`config.mk`:
```
export PLATFORM = sky130hd
export DESIGN_NAME = fir_decimator_fifo
export DESIGN_NICKNAME = d
export VERILOG_FILES = /design/src/rtl/fir_decimator_fifo.sv
export SDC_FILE = /design/constraint.sdc
export NUM_CORES = 1
export LEC_CHECK = 0
export BUFFER_PORTS_ARGS = -buffer_cell sky130_fd_sc_hd__buf_2
export CAP_MARGIN = 25
export CORE_MARGIN = 2
export CORE_UTILIZATION = 45
export CTS_BUF_LIST = sky130_fd_sc_hd__clkbuf_4
export CTS_CLUSTER_DIAMETER = 100
export DETAILED_ROUTE_END_ITERATION = 7
export GPL_TIMING_DRIVEN = 0
export PLACE_DENSITY = 0.63
export SLEW_MARGIN = 20
export SYNTH_ARGS = -nofsm -noshare
export SYNTH_HDL_FRONTEND = slang
export SYNTH_SLANG_ARGS = --single-unit
```
`constraint.sdc`:
```
create_clock -name clk -period 3.8 [get_ports clk]
set_clock_uncertainty 0.05 [all_clocks]
set_input_delay 0.76 -clock clk [delete_from_list [all_inputs] [get_ports clk]]
set_output_delay 0.76 -clock clk [all_outputs]
set_load 0.01 [all_outputs]
```
`src/rtl/fir_decimator_fifo.sv`:
```
// Keeps one of every DECIM_FACTOR FIR output strobes and buffers the kept
// samples in a show-ahead FIFO drained over a valid/ack handshake.
module fir_decimator_fifo #(
    parameter int DATA_BITS    = 17,
    parameter int DECIM_FACTOR = 4,
    parameter int FIFO_DEPTH   = 8,
    parameter int COUNT_BITS   = $clog2(FIFO_DEPTH + 1)
) (
    input  logic                  clk,
    input  logic                  rst,
    input  logic                  data_in_ready,
    input  logic [DATA_BITS-1:0]  data_in,
    output logic                  data_out_valid,
    output logic [DATA_BITS-1:0]  data_out,
    input  logic                  data_out_ack,
    input  logic                  clear_overflow,
    output logic                  overflow,
    output logic [COUNT_BITS-1:0] fifo_count
);
    localparam int AW   = $clog2(FIFO_DEPTH);
    localparam int PW   = AW + 1;
    localparam int PH_W = (DECIM_FACTOR > 1) ? $clog2(DECIM_FACTOR) : 1;
    localparam logic [PH_W-1:0]       PH_LAST = PH_W'(DECIM_FACTOR - 1);
    localparam logic [COUNT_BITS-1:0] CNT_ONE = COUNT_BITS'(1);

    logic [PH_W-1:0]      r_phase;
    logic [DATA_BITS-1:0] r_mem [FIFO_DEPTH];
    logic [PW-1:0]        r_wptr;
    logic [PW-1:0]        r_rptr;
    logic [COUNT_BITS-1:0] r_count;
    logic [DATA_BITS-1:0] r_dout;
    logic                 r_ovf;

    logic                 w_kept;
    logic                 w_empty;
    logic                 w_full;
    logic                 w_pop;
    logic                 w_push;
    logic                 w_drop;
    logic                 w_head_from_input;
    logic [PW-1:0]        w_rptr_nxt;
    logic [DATA_BITS-1:0] w_head_nxt;

    // Pointers carry a wrap bit; with a power-of-2 depth the natural binary
    // wrap of the extra bit gives modulo-depth addressing for free.
    function automatic logic [PW-1:0] f_ptr_inc(input logic [PW-1:0] p);
        return p + PW'(1);
    endfunction

    function automatic logic [PH_W-1:0] f_phase_next(input logic [PH_W-1:0] ph);
        return (ph == PH_LAST) ? '0 : ph + PH_W'(1);
    endfunction

    assign w_kept  = data_in_ready && (r_phase == '0);
    assign w_empty = (r_wptr == r_rptr);
    assign w_full  = (r_wptr[AW-1:0] == r_rptr[AW-1:0]) && (r_wptr[AW] != r_rptr[AW]);
    assign w_pop   = !w_empty && data_out_ack;
    assign w_push  = w_kept && (!w_full || w_pop);
    assign w_drop  = w_kept && w_full && !w_pop;

    assign w_rptr_nxt = w_pop ? f_ptr_inc(r_rptr) : r_rptr;

    // When the FIFO is (or is about to become) empty, the next head can only be
    // the sample arriving this cycle, which is not yet in the memory array.
    assign w_head_from_input = w_empty || (w_pop && (r_count == CNT_ONE));

    always_comb begin
        w_head_nxt = r_dout;
        if (w_head_from_input) begin
            if (w_push) begin
                w_head_nxt = data_in;
            end
        end else begin
            w_head_nxt = r_mem[w_rptr_nxt[AW-1:0]];
        end
    end

    // Sample storage: data only, never reset.
    always_ff @(posedge clk) begin
        if (!rst && w_push) begin
            r_mem[r_wptr[AW-1:0]] <= data_in;
        end
    end

    // Control and registered head-of-FIFO.
    always_ff @(posedge clk) begin
        if (rst) begin
            r_phase <= '0;
            r_wptr  <= '0;
            r_rptr  <= '0;
            r_count <= '0;
            r_dout  <= '0;
            r_ovf   <= 1'b0;
        end else begin
            if (data_in_ready) begin
                r_phase <= f_phase_next(r_phase);
            end
            if (w_push) begin
                r_wptr <= f_ptr_inc(r_wptr);
            end
            r_rptr <= w_rptr_nxt;
            case ({w_push, w_pop})
                2'b10:   r_count <= r_count + CNT_ONE;
                2'b01:   r_count <= r_count - CNT_ONE;
                default: r_count <= r_count;
            endcase
            r_dout <= w_head_nxt;
            if (w_drop) begin
                r_ovf <= 1'b1;
            end else if (clear_overflow) begin
                r_ovf <= 1'b0;
            end
        end
    end

    assign data_out_valid = !w_empty;
    assign data_out       = r_dout;
    assign overflow       = r_ovf;
    assign fifo_count     = r_count;

endmodule

```
# Yosys cells after proc, flatten, opt, wreduce, memory -nomap -nowiden
# Memories as Yosys holds them, arrays and structs flattened.
# Cells that the tools add are included.
dict set report totals {
  register_bits 32
  mem_bits_rw 136
  in_bits 22
  out_inout_bits 23
  wordCells 47
  n_memories 1
}
# name depth word_bits read_ports rd_ports_with_merged_regs wr line_no
set memory_table {}
lappend memory_table {r_mem 8 17 1 0 1 27} ;# logic [DATA_BITS-1:0] r_mem [FIFO_DEPTH];
dict set report classes {
  addsub 5
  n_eq_ne 8
  muxes 9
  n_reduce_logical 17
}
# cell count
set ops {}
lappend ops {{17-bit 2-to-1 mux} 2}
lappend ops {{4-bit by 1-bit adder with 4-bit output, second input constant} 3}
lappend ops {{1-bit logical AND} 8}
lappend ops {{4-bit case mux with 2 select lines} 1}
lappend ops {{2-bit == test, second input constant} 2}
lappend ops {{4-bit by 1-bit == test with 1-bit output, second input constant} 1}
lappend ops {{4-bit == test} 1}
lappend ops {{1-bit zero test} 4}
lappend ops {{1-bit 2-to-1 mux} 4}
lappend ops {{2-bit nonzero test} 2}
lappend ops {{4-bit by 1-bit subtractor with 4-bit output, second input constant} 1}
lappend ops {{3-bit == test} 1}
lappend ops {{3-bit 2-to-1 mux} 1}
lappend ops {{2-bit by 1-bit adder with 2-bit output, second input constant} 1}
lappend ops {{2-bit by 1-bit == test with 1-bit output, second input constant} 1}
lappend ops {{2-bit zero test} 1}
lappend ops {{1-bit logical OR} 2}
lappend ops {{2-bit 2-to-1 mux} 1}
lappend ops {{2-bit inequality test, second input constant} 1}
lappend ops {{1-bit inequality test} 1}

# Longest topological paths before layout
# Gate-level depths: netlist (run 1).
dict set report depth {
  ltp_word 8
  depth_mapped 9
  depth_no_buf 7
}

# Worst setup path after synthesis (run 1)
# OpenSTA, ideal clock, no wires.
dict set report synth_path {
  kind {register to register}
  startpoint {register r_wptr[1]}
  endpoint {memory r_mem[4][0] (enable)}
  setup_time_ns 0.413
  t_arrival_ns 2.855
  t_required_ns 3.337
  setup_slack_ns 0.482
  stages_incl_launch_ff 8
  path_buffers 2
  period_less_slack_ns 3.318
  cell_sequence {dfxtp_1 > buf_4 > xnor2_4 > and3_2 > a21oi_2 > clkbuf_8 > nand3b_1 > nor3_1}
}
dict set report synth_via {
  elab_chain_cells 8
  elab_cells_between_ends 11
  cone_classes {eq/ne: 2; mux: 2; reduce/logical: 7}
}
# element line_no
set synth_rtl {}
lappend synth_rtl {{start, declared} 28} ;# logic [PW-1:0] r_wptr;
lappend synth_rtl {{start signal, assigned} 99} ;# r_wptr <= f_ptr_inc(r_wptr);
lappend synth_rtl {{4-bit == test or 3-bit == test (tied branches)} {55, 56}}
lappend synth_rtl {{1-bit zero test or 1-bit logical AND (tied branches)} {57, 56}}
lappend synth_rtl {{1-bit logical AND or 1-bit zero test (tied branches)} {57, 58}}
lappend synth_rtl {{1-bit logical OR} 58} ;# assign w_push = w_kept && (!w_full || w_pop);
lappend synth_rtl {{1-bit logical AND} 58}
lappend synth_rtl {{1-bit logical AND} 80} ;# if (!rst && w_push) begin
lappend synth_rtl {{1-bit 2-to-1 mux} 80}
lappend synth_rtl {{1-bit 2-to-1 mux (not written as such)} 81} ;# r_mem[r_wptr[AW-1:0]] <= data_in;
lappend synth_rtl {{end, declared} 27}
# Several ways; a longest one is shown, not always the timed one.

# Worst setup path after layout (run 1)
dict set report layout_path {
  startpoint {register r_wptr[0]}
  endpoint {memory r_mem[4][8] (enable)}
}
# The elaborated chain is that of the path after synthesis.

==> run_results.csv, run 1 <==
group,metric,value,unit
worst_setup_path,critPathMaxStageDelay,0.67,ns
timing,clock.fmax,0.288,GHz
clocking,cts_root_buf,"clkbuf_4",
synth,synth_ff_type,"edfxtp_1",
floorplan,core_area,0.0166,mm²
synth,avgSynthCellArea,13.8,µm²
global_route,overflow,0,
finish,fill_cells,1447,
synth,synth_nets,583,
clocking,clk_pin_slew,0.12,ns
detailed_routing,num_vias,5291,
finish,drive_above_1_share,0.228,
synth,synth.distinct_cells,55,
clocking,cts.sinks,168,
timing,finalMaxSlewViolations,0,
worst_setup_path,arrival,3.71,ns
timing,rsz0062_at_grt,"false",
detailed_routing,first_iter_violations,544,
finish,syn_to_final_growth,11.3,%
status,status,"complete, no violations",
finish,layout.nets,653,
clocking,htree_levels,4,
synth,syn_inst,554,
detailed_routing,first_pass_iters,5,
timing,period_share,0.915,
worst_setup_path,critPathCaptureType,"flip-flop",
worst_setup_path,cpLargestDelayFamily,"simple AND/OR/NAND/NOR gates",
clocking,post_cts_buffers,0,
power,power.total,0.00479,W
power,ir_drop,268,µV
timing,hold_viol,0,
worst_setup_path,cp.required,4.03,ns
finish,final_cells,858,
place,dp_cells,825,
power,leakage,2.73,nW
detailed_routing,antenna_left,0,
floorplan,rows,47,
clocking,cts_buffers,17,
synth,synth.ff_latch_count,168,
worst_setup_path,critPathLaunchType,"flip-flop",
synth,yosysSeqAreaShare,0.620,
global_route,grt_pass1_wl,30300,µm
place,hpwlAfterDp,13200,µm
place,port_buffers,44,
timing,setup_viol,0,
detailed_routing,drcViolationCount,0,
detailed_routing,viasPerCell,6.17,
synth,synthesis.area,0.00763,mm²
worst_setup_path,crit_chain,"buf_6 > xnor2_2 > and3_2 > a21oi_2 > clkbuf_8 > nand3b_1 > nor3_2 > buf_4",
timing,finalSetupTns,0,ns
job,maxCapViolCount,0,
timing,slew_headroom,0.347,
worst_hold_path,hold_path_class,"input pin to flip-flop",
finish,finalInstanceArea,0.00849,mm²
floorplan,io_pins,45,
worst_setup_path,path_max_fanout,10,
global_route,grt_start_max_net_pins,18,
worst_setup_path,critPathSlowestCell,"nor3_2",
place,placed_area,0.00823,mm²
synth,async_flop_share,0,
floorplan,die_area,0.0180,mm²
worst_setup_path,cp_num_buf_inv,3,
worst_setup_path,crit_type,"flip-flop to flip-flop",
clocking,cts_hold_buf,0,
global_route,grt_pass1_vias,5263,
floorplan,die_x,134,µm
detailed_routing,routed_wirelength,20000,µm
timing,worst_pin_slew,0.980,ns
synth,yosys_warnings,0,
floorplan,start_util,0.460,
global_route,grt_antenna_before_repair,1,
clocking,clock_path_buffers,2,
clocking,cts_resized,0,
floorplan,die_h,134,µm
place,routabilityCongestion,0.806,
timing,post-route-min-period,3.48,ns
detailed_routing,drt-wirelength-per-cell,23.3,µm
global_route,grt_usage,0.229,
power,power_density,564,mW/mm²
clocking,clock_latency,0.58,ns
clocking,cts_tree,"built",
synth,synth_edf_count,136,
==> Yosys cell counts (7+ instances only) <==
master,count,area share
o221ai_1,49,0.056
edfxtp_1,136,0.54
nand2_1,12,0.0059
nand3_1,18,0.012
o21ai_0,33,0.022
o32ai_1,16,0.018
mux2_2,16,0.024
mux2i_1,40,0.053
clkbuf_1,21,0.010
nor2_1,40,0.020
dfxtp_1,32,0.084
o22ai_1,32,0.026
ha_1,7,0.011
buf_6,7,0.010
a31o_1,11,0.013
==> routing by layer <==
| layer | GRT usage | up-vias | routed length [µm] |
|---|---|---|---|
| li1 | - | 2381 | - |
| met1 | 0.292 | 2655 | 8540 |
| met2 | 0.387 | 223 | 9870 |
| met3 | 0.0457 | 32 | 1190 |
| met4 | 0.0830 | 0 | 418 |
| met5 | 0 | - | 0 |
==> where the power goes <==
group | switching (W) | total [W] | internal [W]
combinational | 0.00100 | 0.00163 | 0.000628
clock | 0.000587 | 0.000959 | 0.000372
sequential | 0.0000869 | 0.00220 | 0.00211
total | 0.00168 | 0.00479 | 0.00311
==> area by class of cell <==
| type | instances | area, µm² | area share |
|---|---|---|---|
| well taps | 220 | 275 | 0.0324 |
| multi-input cells | 336 | 2610 | 0.308 |
| repair buffers | 51 | 288 | 0.0339 |
| plain buffers | 44 | 309 | 0.0364 |
| flip-flops and latches | 168 | 4720 | 0.557 |
| clock buffers | 24 | 180 | 0.0212 |
| diodes | 1 | 2.50 | 0.000295 |
| inverters | 6 | 22.5 | 0.00265 |
| clock inverters | 8 | 75.1 | 0.00885 |
==> metrics by stage <==
step                hold WS (ns)  setup slack, ns   util
floorplan                  0.437            0.482      -
global placement           0.430            -1.30  0.490
detailed placement         0.428            0.344  0.496
CTS                        0.381            0.331  0.512
global route               0.389            0.195  0.512
finish                     0.405            0.322  0.512
==> logic make-up after synthesis <==
logic type / share of synthesized area
XOR/XNOR: 0.0203
AO/OA/AOI/OAI: 0.164
adder cells (fa/ha/maj): 0.0115
flip-flops: 0.620
multiplexers: 0.0829
AND/OR/NAND/NOR: 0.0587
buffers and inverters: 0.0435
==> final timing paths <==
path,startpoint,to,slack (ns),cells past startpoint
hold reg to reg,overflow,overflow,0.45,2
hold / removal,clear_overflow,overflow,0.41,3
setup reg to reg,r_wptr[0],r_mem[4][8],0.32,8
setup / recovery,r_wptr[0],r_mem[4][8],0.32,8
==> cells in the final DEF, fill, tap and decap left out, types with 18 or more instances in the layout <==
master	instances
edfxtp_1	136
o221ai_1	49
buf_2	47
mux2i_1	40
nor2_1	34
o21ai_0	33
o22ai_1	32
dfxtp_1	32
clkbuf_4	24
clkbuf_1	21
nand3_1	18
==> flip-flops by register name, indices dropped and copies added (netlist names) <==
signal / count
r_phase: 2
fifo_count: 4
r_mem: 136
r_rptr: 4
data_out: 17
overflow: 1
r_wptr: 4
==> worst min-delay path, stage by stage <==
cell and delay (ns):
buf_2 0.07, nand2b_1 0.10, a21oi_1 0.06
(Power assumes the default switching activity.)
==> inputs of run 2 (changes only) <==
--- a/config.mk
+++ b/config.mk
@@ -5,6 +5,7 @@
 export SDC_FILE = /design/constraint.sdc
 export NUM_CORES = 1
 export LEC_CHECK = 0
+export ABC_AREA = 1
 export BUFFER_PORTS_ARGS = -buffer_cell sky130_fd_sc_hd__buf_2
 export CAP_MARGIN = 25
 export CORE_MARGIN = 2
==> run_results.csv, run 2 <==
group,metric,value,unit
status,status,"complete, no violations",
power,power.total,0.00493,W
synth,async_flop_share,0,
worst_setup_path,critPathSlowestCell,"nor4_2",
worst_setup_path,critPathCaptureType,"flip-flop",
worst_setup_path,crit_chain,"nand2_1 > nand2_2 > nor2_4 > nand2_4 > nand2_8 > nand2_1 > nand2_1 > inv_1 > buf_2 > nand2_1 > nor4_2 > buf_4 > buf_2",
floorplan,core_area,0.0165,mm²
power,leakage,3.67,nW
timing,setup_viol,0,
worst_setup_path,critPathMaxStageDelay,0.66,ns
worst_setup_path,path_max_fanout,10,
timing,clock.fmax,0.299,GHz
worst_setup_path,arrival,3.58,ns
worst_hold_path,hold_path_class,"input pin to flip-flop",
job,maxCapViolCount,0,
detailed_routing,first_iter_violations,465,
finish,largest_reg_flops,136,
clocking,cts_hold_buf,0,
global_route,overflow,0,
clocking,clk_pin_slew,0.15,ns
detailed_routing,antenna_left,0,
worst_hold_path,hold_end,"overflow",
clocking,cts_root_buf,"clkbuf_4",
detailed_routing,viasPerCell,5.08,
timing,worst_pin_slew,0.790,ns
clocking,clock_latency,0.57,ns
global_route,grt_pass1_wl,29600,µm
finish,multi_input_area,0.00215,mm²
worst_setup_path,reg2reg_from,"r_wptr[0]",
worst_setup_path,crit_top_cell,"nand2_1",
synth,syn_inst,773,
synth,synth.ff_latch_count,168,
place,routabilityCongestion,0.829,
finish,seq_area,0.00472,mm²
floorplan,die_area,0.0179,mm²
timing,finalSetupTns,0,ns
floorplan,die_x,134,µm
synth,avgSynthCellArea,9.80,µm²
place,hpwlAfterDp,13000,µm
worst_setup_path,cp.required,4.03,ns
synth,yosys_warnings,0,
timing,post-route-min-period,3.34,ns
synth,yosysSeqAreaShare,0.624,
worst_hold_path,hold_depth,4,
detailed_routing,num_vias,5511,
timing,period_share,0.879,
finish,final_common_cell,"nand3_1",
detailed_routing,routed_wirelength,19000,µm
clocking,htree_levels,4,
clocking,clock_path_buffers,2,
finish,fill_cells,1501,
worst_setup_path,ff2ff_setup_slack,0.46,ns
worst_setup_path,critPathLaunchType,"flip-flop",
floorplan,rows,47,
synth,synthDominantCellAreaShare,0.539,
synth,synth_nets,802,
detailed_routing,drcViolationCount,0,
synth,synth_edf_count,136,
clocking,cts_buffers,17,
synth,synth_ff_type,"edfxtp_1",
worst_setup_path,r2r-end,"r_mem[6][5]",
timing,slew_headroom,0.469,
power,ir_drop,235,µV
detailed_routing,drt-wirelength-per-cell,17.5,µm
clocking,cts_tree,"built",
clocking,post_cts_buffers,0,
floorplan,die_h,134,µm
power,power_density,577,mW/mm²
worst_setup_path,reg2reg_depth,13,
floorplan,io_pins,45,
clocking,cts.sinks,168,
synth,synth_area_leaders,"edfxtp_1, nand3_1, dfxtp_1",
detailed_routing,first_pass_iters,7,
clocking,cts_resized,0,
synth,yosys.area.top_type,"edfxtp_1",
finish,layout.nets,880,
synth,ys_top_cells_by_count,"nand3_1, edfxtp_1, inv_1, nand2_1, nor2_1",
timing,finalMaxSlewViolations,0,
global_route,grt_pass1_vias,5267,
finish,final_cell_mix,"nand3_1, edfxtp_1, inv_1",
synth,synthesis.area,0.00757,mm²
global_route,grt_start_max_net_pins,17,
synth,synth.most_common_cell,"nand3_1",
timing,rsz0062_at_grt,"false",
timing,hold_viol,0,
worst_setup_path,crit_type,"flip-flop to flip-flop",
worst_hold_path,min_from,"clear_overflow",
global_route,grt_usage,0.224,
place,port_buffers,43,
global_route,grt_antenna_before_repair,1,
synth,synth.distinct_cells,31,
finish,drive_above_1_share,0.162,
finish,syn_to_final_growth,12.9,%
floorplan,start_util,0.458,
## run 2: worst max-delay path by stage
| stage | end | start | slack, ns | cells past startpoint |
|---|---|---|---|---|
| floorplan | r_mem[6][0] | r_wptr[0] | 0.23 | 11 |
| global placement | r_mem[6][5] | data_out_ack | -1.67 | 8 |
| detailed placement | r_mem[6][5] | data_out_ack | 0.46 | 10 |
| CTS | r_mem[6][3] | r_wptr[0] | 0.44 | 13 |
| global route | r_mem[6][4] | r_wptr[0] | 0.19 | 13 |
| finish | r_mem[6][5] | r_wptr[0] | 0.46 | 13 |
## run 2: stage by stage
stage,setup slack [ns],std cells,util,cell area [µm²],hold slack [ns]
floorplan,0.234,773,-,7570,0.401
global placement,-1.67,1036,0.488,8060,0.402
detailed placement,0.464,1052,0.498,8240,0.413
CTS,0.443,1084,0.517,8550,0.346
global route,0.187,1085,0.517,8550,0.334
finish,0.459,1085,0.517,8550,0.371
## run 2: logic make-up (layout without fill, tap and decap cells)
kind of cell,Yosys count,in the layout,synth area share
buffers and inverters,179,270,0.0978
DFF,168,168,0.624
adders and majority gates,7,7,0.0116
other,0,1,0
and+or+nand+nor,364,364,0.228
xor gates and xnor gates,1,1,0.00116
AOI/OAI and AO/OA,54,54,0.0377
## run 2: metal layers
| layer | share of wire | GRT usage | vias to the layer above |
|---|---|---|---|
| met5 | 0 | 0 | - |
| met4 | 0.026 | 0.0946 | 0 |
| met3 | 0.053 | 0.0457 | 30 |
| met2 | 0.46 | 0.348 | 177 |
| met1 | 0.46 | 0.306 | 2569 |
| li1 | - | - | 2735 |
## run 2: final cells by class
type,instances,area share
diodes,1,0.000293
plain buffers,39,0.0252
clock buffers,21,0.0184
clock inverters,11,0.0180
inverters,140,0.0615
multi-input cells,426,0.251
flip-flops and latches,168,0.553
well taps,220,0.0322
repair buffers,59,0.0408
## run 2: where the power goes
| group | switching (W) | leakage [nW] | internal, W |
|---|---|---|---|
| logic | 0.00108 | 2.00 | 0.000525 |
| clock network | 0.000610 | 0.178 | 0.000543 |
| registers | 0.0000757 | 1.49 | 0.00210 |
| total | 0.00177 | 3.67 | 0.00317 |
## run 2: critical path, delay by kind of cell, from the launching register on
kind | cells | cell delay, ns
AND/OR/NAND/NOR | 9 | 1.54
buffers and inverters | 4 | 0.87
flip-flops | 1 | 0.58
